==> src/rtl/shift_pkg.sv <==
// Shared constants and types for the multi-cycle shift sequencer.
package shift_pkg;

    localparam int SHIFT_W = 16;

    localparam logic [1:0] SH_NONE = 2'b00;
    localparam logic [1:0] SH_LSL  = 2'b01;
    localparam logic [1:0] SH_LSR  = 2'b10;
    localparam logic [1:0] SH_ASR  = 2'b11;

    typedef enum logic [1:0] {IDLE, SHIFT, DONE} state_t;

endpackage

==> src/rtl/shifter.sv <==
// Single-step combinational shifter: applies one bit of the selected shift op.
module shifter
    import shift_pkg::*;
#(
    parameter int W = SHIFT_W
) (
    input  logic [W-1:0] in,
    input  logic [1:0]   shift,
    output logic [W-1:0] sout
);

    always_comb begin
        sout = in;
        case (shift)
            SH_LSL:  sout = {in[W-2:0], 1'b0};
            SH_LSR:  sout = {1'b0, in[W-1:1]};
            SH_ASR:  sout = {in[W-1], in[W-1:1]};
            default: sout = in;
        endcase
    end

endmodule

==> src/rtl/shift_seq.sv <==
// Shift-by-N sequencer: iterates the one-bit shifter once per clock, with
// valid/ready handshakes on both the request and the result side.
module shift_seq
    import shift_pkg::*;
#(
    parameter int W     = SHIFT_W,
    parameter int AMT_W = 4
) (
    input  logic             clk,
    input  logic             reset,
    input  logic             start,
    output logic             in_ready,
    input  logic [W-1:0]     in,
    input  logic [1:0]       shift,
    input  logic [AMT_W-1:0] amount,
    output logic             out_valid,
    input  logic             out_ready,
    output logic [W-1:0]     sout
);

    state_t           state;
    logic [1:0]       op;
    logic [AMT_W-1:0] cnt;
    logic [W-1:0]     step;

    shifter #(.W(W)) u_shifter (
        .in    (sout),
        .shift (op),
        .sout  (step)
    );

    // Handshake flags are pure state decodes, so no comb path from start/out_ready.
    assign in_ready  = (state == IDLE);
    assign out_valid = (state == DONE);

    always_ff @(posedge clk or posedge reset) begin
        if (reset) begin
            state <= IDLE;
            sout  <= '0;
            op    <= SH_NONE;
            cnt   <= '0;
        end else begin
            case (state)
                IDLE: begin
                    if (start) begin
                        sout <= in;
                        op   <= shift;
                        cnt  <= amount;
                        // Nothing to iterate: result is the operand itself.
                        if (shift == SH_NONE || amount == '0)
                            state <= DONE;
                        else
                            state <= SHIFT;
                    end
                end
                SHIFT: begin
                    sout <= step;
                    cnt  <= cnt - 1'b1;
                    if (cnt == AMT_W'(1))
                        state <= DONE;
                end
                DONE: begin
                    if (out_ready)
                        state <= IDLE;
                end
                default: state <= IDLE;
            endcase
        end
    end

endmodule

==> config.mk <==
export PLATFORM = sky130hd
export DESIGN_NAME = shift_seq
export DESIGN_NICKNAME = d
export VERILOG_FILES = /design/src/rtl/shift_pkg.sv /design/src/rtl/shifter.sv /design/src/rtl/shift_seq.sv
export SDC_FILE = /design/constraint.sdc
export NUM_CORES = 1
export LEC_CHECK = 0
export CAP_MARGIN = 40
export CORE_ASPECT_RATIO = 1.75
export CORE_MARGIN = 5
export CORE_UTILIZATION = 48
export DETAILED_ROUTE_END_ITERATION = 8
export PLACE_DENSITY = 0.84
export SLEW_MARGIN = 20
export SYNTH_ARGS = -nofsm -noshare
export SYNTH_HDL_FRONTEND = slang
export SYNTH_SLANG_ARGS = --single-unit
==> constraint.sdc <==
create_clock -name clk -period 2.2 [get_ports clk]
set_input_delay 0.44 -clock clk [delete_from_list [all_inputs] [get_ports clk]]
set_output_delay 0.44 -clock clk [all_outputs]
set_load 0.01 [all_outputs]
-- Word level (Yosys, flattened, before mapping)
Cells that the tools add are included.
- bits in registers: 24
- latch bits: 0
- RAM bits: 0
- bits in read-only memories: 0
- input port bits: 26
- output and inout bits: 18
- word-level logic and storage cells: 38
- memories kept: 0
- $add $sub $neg: 1
- multiply operators: 0
- divide/modulo/power cells: 0
- magnitude comparators: 0
- equality and inequality tests: 12
- shifts and indexed selects: 0
- muxes and demuxes: 10
- bitwise gates (word level): 0
- reductions and logical operators: 10
- operator list (cell ; number):
    case mux 16 bit (3 select lines) ; 1
    case mux 16 bit (2 select lines) ; 1
    2-to-1 mux 16 bit ; 1
    2-to-1 mux 2 bit ; 4
    case mux 4 bit (2 select lines) ; 1
    equality test 2 bit (second input constant) ; 3
    != test 2 bit (second input constant) ; 3
    case mux 2 bit (3 select lines) ; 1
    AND reduction 3 bit ; 2
    equality test 2 x 1 -> 1 bit (second input constant) ; 2
    equality test 4 x 1 -> 1 bit (second input constant) ; 1
    logical NOT 2 bit ; 2
    logical NOT 4 bit ; 1
    2-to-1 mux 4 bit ; 1
    != test 4 x 1 -> 1 bit (second input constant) ; 1
    AND reduction 2 bit ; 2
    AND reduction 4 bit ; 1
    subtractor 4 x 1 -> 4 bit (second input constant) ; 1
    != test 3 x 1 -> 1 bit (second input constant) ; 1
    != test 2 x 1 -> 1 bit (second input constant) ; 1
    nonzero test 2 bit ; 1
    logical OR 1 bit ; 1

-- Depth between registers and ports, before layout
- word-level depth: 5
- gate-level depth with buffers: 6
- mapped depth without buffers: 5

-- By module
A second synthesis with hierarchy kept.
- cells, all modules: 169
- area total of the unflattened synthesis: 1622.8 sq um
- by module, submodules not included (module ; times used ; cells each ; area each (sq um) ; seq. area each (sq um)):
    shift_seq ; 1 ; 118 ; 1267.5 ; 600.6
    shifter ; 1 ; 51 ; 355.3 ; 0.0

-- Least setup slack after synthesis
No wires, ideal clock.
- kind: reg-to-reg
- start: register state[1]
- end: register sout[0]
- setup time: 0.125 ns
- arrival: 1.402 ns
- required time: 2.075 ns
- path slack: 0.673 ns
- cell stages (with the launch flop): 6
- path buffers: 2
- clock period less this slack: 1.527 ns
- path through: dfrtp_1 -> buf_4 -> o21bai_4 -> a21oi_4 -> buf_6 -> mux2_2
- longest elaborated chain between the ends: 3
- elaborated cells between the ends (all ways): 7
- classes of those cells: 3 x eq/ne; 1 x mux; 3 x reduce/logical
- RTL lines (item ; line ; text):
    from (decl) ; shift_seq.sv:21 ; state_t state;
    from (signal assigned) ; shift_seq.sv:38 ; state <= IDLE;
    from (signal assigned) ; shift_seq.sv:51 ; state <= DONE;
    from (signal assigned) ; shift_seq.sv:53 ; state <= SHIFT;
    equality test 2 x 1 -> 1 bit / logical NOT 2 bit (equally long branches) ; shift_seq.sv:43 ; case (state)
    != test 4 x 1 -> 1 bit (no line), or another cell as far along ; n/a ;
    AND reduction 3 bit (no line) ; n/a ;
    to (signal assigned) ; shift_seq.sv:46 ; sout <= in;
    to (signal assigned) ; shift_seq.sv:57 ; sout <= step;
    to (decl) ; shift_seq.sv:18 ; output logic [W-1:0] sout
Parallel ways exist; a longest one is shown, timed or not.
A chain may end at the register's enable or synchronous reset.

-- Final worst setup path
- start: register state[1]
- end: output port out_valid
- longest elaborated chain between the ends: 1
- RTL lines (item ; line ; text):
    equality test 2 bit ; shift_seq.sv:34 ; assign out_valid = (state == DONE);
    to (decl) ; shift_seq.sv:16 ; output logic out_valid,
Every way passes these cells.

==> impl_metrics.ini <==
[floorplanning]
pin_count = 44
coreArea_sq_um = 3328
die_y_microns = 87.13
die_area_sq_um = 4711
initial_utilization_pct = 49.02
rows = 28
die_x_microns = 54.07

[synth]
ys.flop_type = dfrtp_1
syn_avg_cell_area_sq_um = 13.05
ys_ff_latch = 24
synth_nets = 153
synth_edf_count = 0
yosysWarnings = 0
seq_area_frac_synth_pct = 36.81
yosysUniqueCellTypes = 32
synth.cell_area_sq_um = 1632
yosysTopAreaCellShare_pct = 36.81
async_reset_ff_share_pct = 100.0
synth_top_area_cell = dfrtp_1
synth.area.top_cells = dfrtp_1 37%, mux2_4 20%, mux2_2 18%
synthCells = 125

[power]
p_per_area_nw_per_um2 = 1515
irDropWorstVdd_mv = 0.8787
power.leakage_nw = 0.9158

[sta]
setup_ws_ps = 138.8
timing.fmax_mhz = 485.1
layout_min_cycle_time_ps = 2061
skew_ps = 5.805
hold_viol_final = 0
setup_viol = 0
rsz0062_at_grt = no
final.setup.tns_ps = 0
slew_headroom_pct = 75.36
worstMarginPinSlew_ps = 369.6
finalCritPeriodShare_pct = 93.69
slew_violations = 0

[finish]
drive_above_1_share_pct = 37.87
antennaDiodeCount = 0
final_cell_area_sq_um = 2152
fin_cells = 214
fillers = 251
area_delta_synth_final_pct = 31.90
nNetsFinal = 198

[clocking]
clk_latency_ps = 260
cts.repair.resized = 0
cts_tree = yes
clock_sinks = 24
hold_buffers = 0
cts_setup_buffers = 0
clkTransAtPathRegs_ps = 80
cts_buffers = 3
cts-root-buf = clkbuf_8
cts_buffer_depth = 2
h-tree-depth = 1

[worst_setup_path]
critical_path.top_delay_family = flip-flops
startpoint_type = flop
reg2reg_to = sout[9]$_DFFE_PP0P_
cp.arrival_ps = 1620
worstPathRequired_ps = 1760
reg2reg_from = state[0]$_DFFE_PP0P_
max_stage_delay_ps = 570
criticalPathCategory = reg -> out
ff2ff_setup_slack_ps = 530
worst_setup_path_end_kind = output pin
r2r_cells = 4
critPathSlowestCell = dfrtp_1
crit_buf_inv = 1
crit_fanout = 10
crit_path_cell_trace = nor2b_1 > clkdlybuf4s50_1

[outcome]
status = finished, final reports clean

[routing]
wl_microns = 3531
num_vias = 1153
drt_first_iter_violations = 30
viasPerCell = 5.388
postRouteAntennaNets = 0
dr.pass1.iters = 4
wl_per_cell_microns = 16.50
drc_errors = 0

[place]
hpwl_microns = 2721
dpl_worst_slack_ps = 176.0
gp_congestion = 0.9853
numPortBuffers = 43
place_area_sq_um = 2097
dp_cells = 210

[global_route]
grt_max_degree = 25
gr-usage-all-layers_pct = 15.60
grt_pass1_wl_microns = 5464
grt_pass1_vias = 1226
grt-ovfl-total = 0
antenna_found_initial = 0

[worst_hold_path]
hp-class = in -> async

[flow_run]
maxCapViolCount = 0
logic make-up (layout without fill, tap and decap cells):
group / after synthesis / after routing / share of synthesized area (%)
AOI/OAI and AO/OA: 18 / 18 / 8.513
xor gates and xnor gates: 1 / 1 / 0.5369
adders and majority gates: 2 / 2 / 1.533
buffers and inverters: 14 / 58 / 7.285
DFF: 24 / 24 / 36.81
muxes: 49 / 49 / 38.80
and+or+nand+nor: 17 / 17 / 6.520
where the power goes:
part	total, mW	internal, mW	switching, mW	leakage (nW)
combinational	2.03	1.31	0.715	0.607
clock	0.294	0.160	0.135	0.0288
sequential	0.938	0.672	0.267	0.280
cells in the mapped netlist (all sizes together) (2+ instances only):
cell and number:
nand2 4, or3b 2, a21oi 9, mux2 48
buf 7, nor2b 2, nor2 3, o22a 2
dfrtp 24, ha 2, inv 6
worst max path at each step:
stage | from | endpoint | slack (ps) | depth (start not counted)
after floorplan | state[1]$_DFFE_PP0P_ | sout[0]$_DFFE_PP0P_ | 670 | 5
after global placement | start | sout[11]$_DFFE_PP0P_ | 240 | 5
after detailed placement | start | sout[0]$_DFFE_PP0P_ | 180 | 5
after CTS | state[1]$_DFFE_PP0P_ | out_valid | 140 | 2
after global routing | state[1]$_DFFE_PP0P_ | out_valid | 70 | 2
final | state[1]$_DFFE_PP0P_ | out_valid | 140 | 2
area by class of cell:
type                    instances  area [sq um]  area share [%]
multi-input cells              87         912.1           42.38
well taps                      45         56.30           2.616
inverters                       6         22.52           1.047
flip-flops and latches         24         600.6           27.91
clock buffers                   4         55.05           2.558
repair buffers                 48         505.5           23.49
metal layers:
metal	vias up	wire (microns)	GRT usage (%)	share of wire, %
li1	535	-	-	-
met1	578	1412	17.16	40
met2	36	1907	29.14	54
met3	4	170	2.058	4.8
met4	0	41	5.215	1.2
met5	-	0	0	0
worst reg2reg max path: stages, from the launching register on:
cell     delay [ps]
dfrtp_1         500
nor2b_4         270
buf_12          190
mux2_2          350
mux2_2          260
state kept, by name, summed over array words and instances, names as in the netlist:
name,flops
sout,16
cnt,4
state,2
op,2
layout by cell type, fill, tap and decap left out:
cell type / count
clkdlybuf4s50_1: 43
mux2_2: 26
dfrtp_1: 24
mux2_4: 22
a21oi_1: 8
inv_1: 6
nand2_1: 4
clkbuf_8: 4
nor2_1: 3
buf_12: 3
or3b_2: 2
o22a_1: 2
ha_1: 2
buf_4: 2
nor2b_4: 1
mux2i_1: 1
o21bai_4: 1
a21oi_4: 1
o21ai_0: 1
o31a_1: 1
nor3b_1: 1
a31oi_1: 1
nor2b_1: 1
or3_1: 1
a2bb2oi_1: 1
nand2b_1: 1
or4_1: 1
or2_2: 1
a32o_1: 1
and2b_2: 1
xnor2_1: 1
o21a_1: 1
stage by stage:
stage,util (%),power (mW),hold WS [ps]
floorplan,-,2.372,454.6
global placement,63.01,2.903,497.5
detailed placement,63.01,2.979,504.4
CTS,64.66,3.282,522.3
global route,64.66,3.445,537.2
finish,64.66,3.260,510.9
Power figures use the tool's default switching activity.
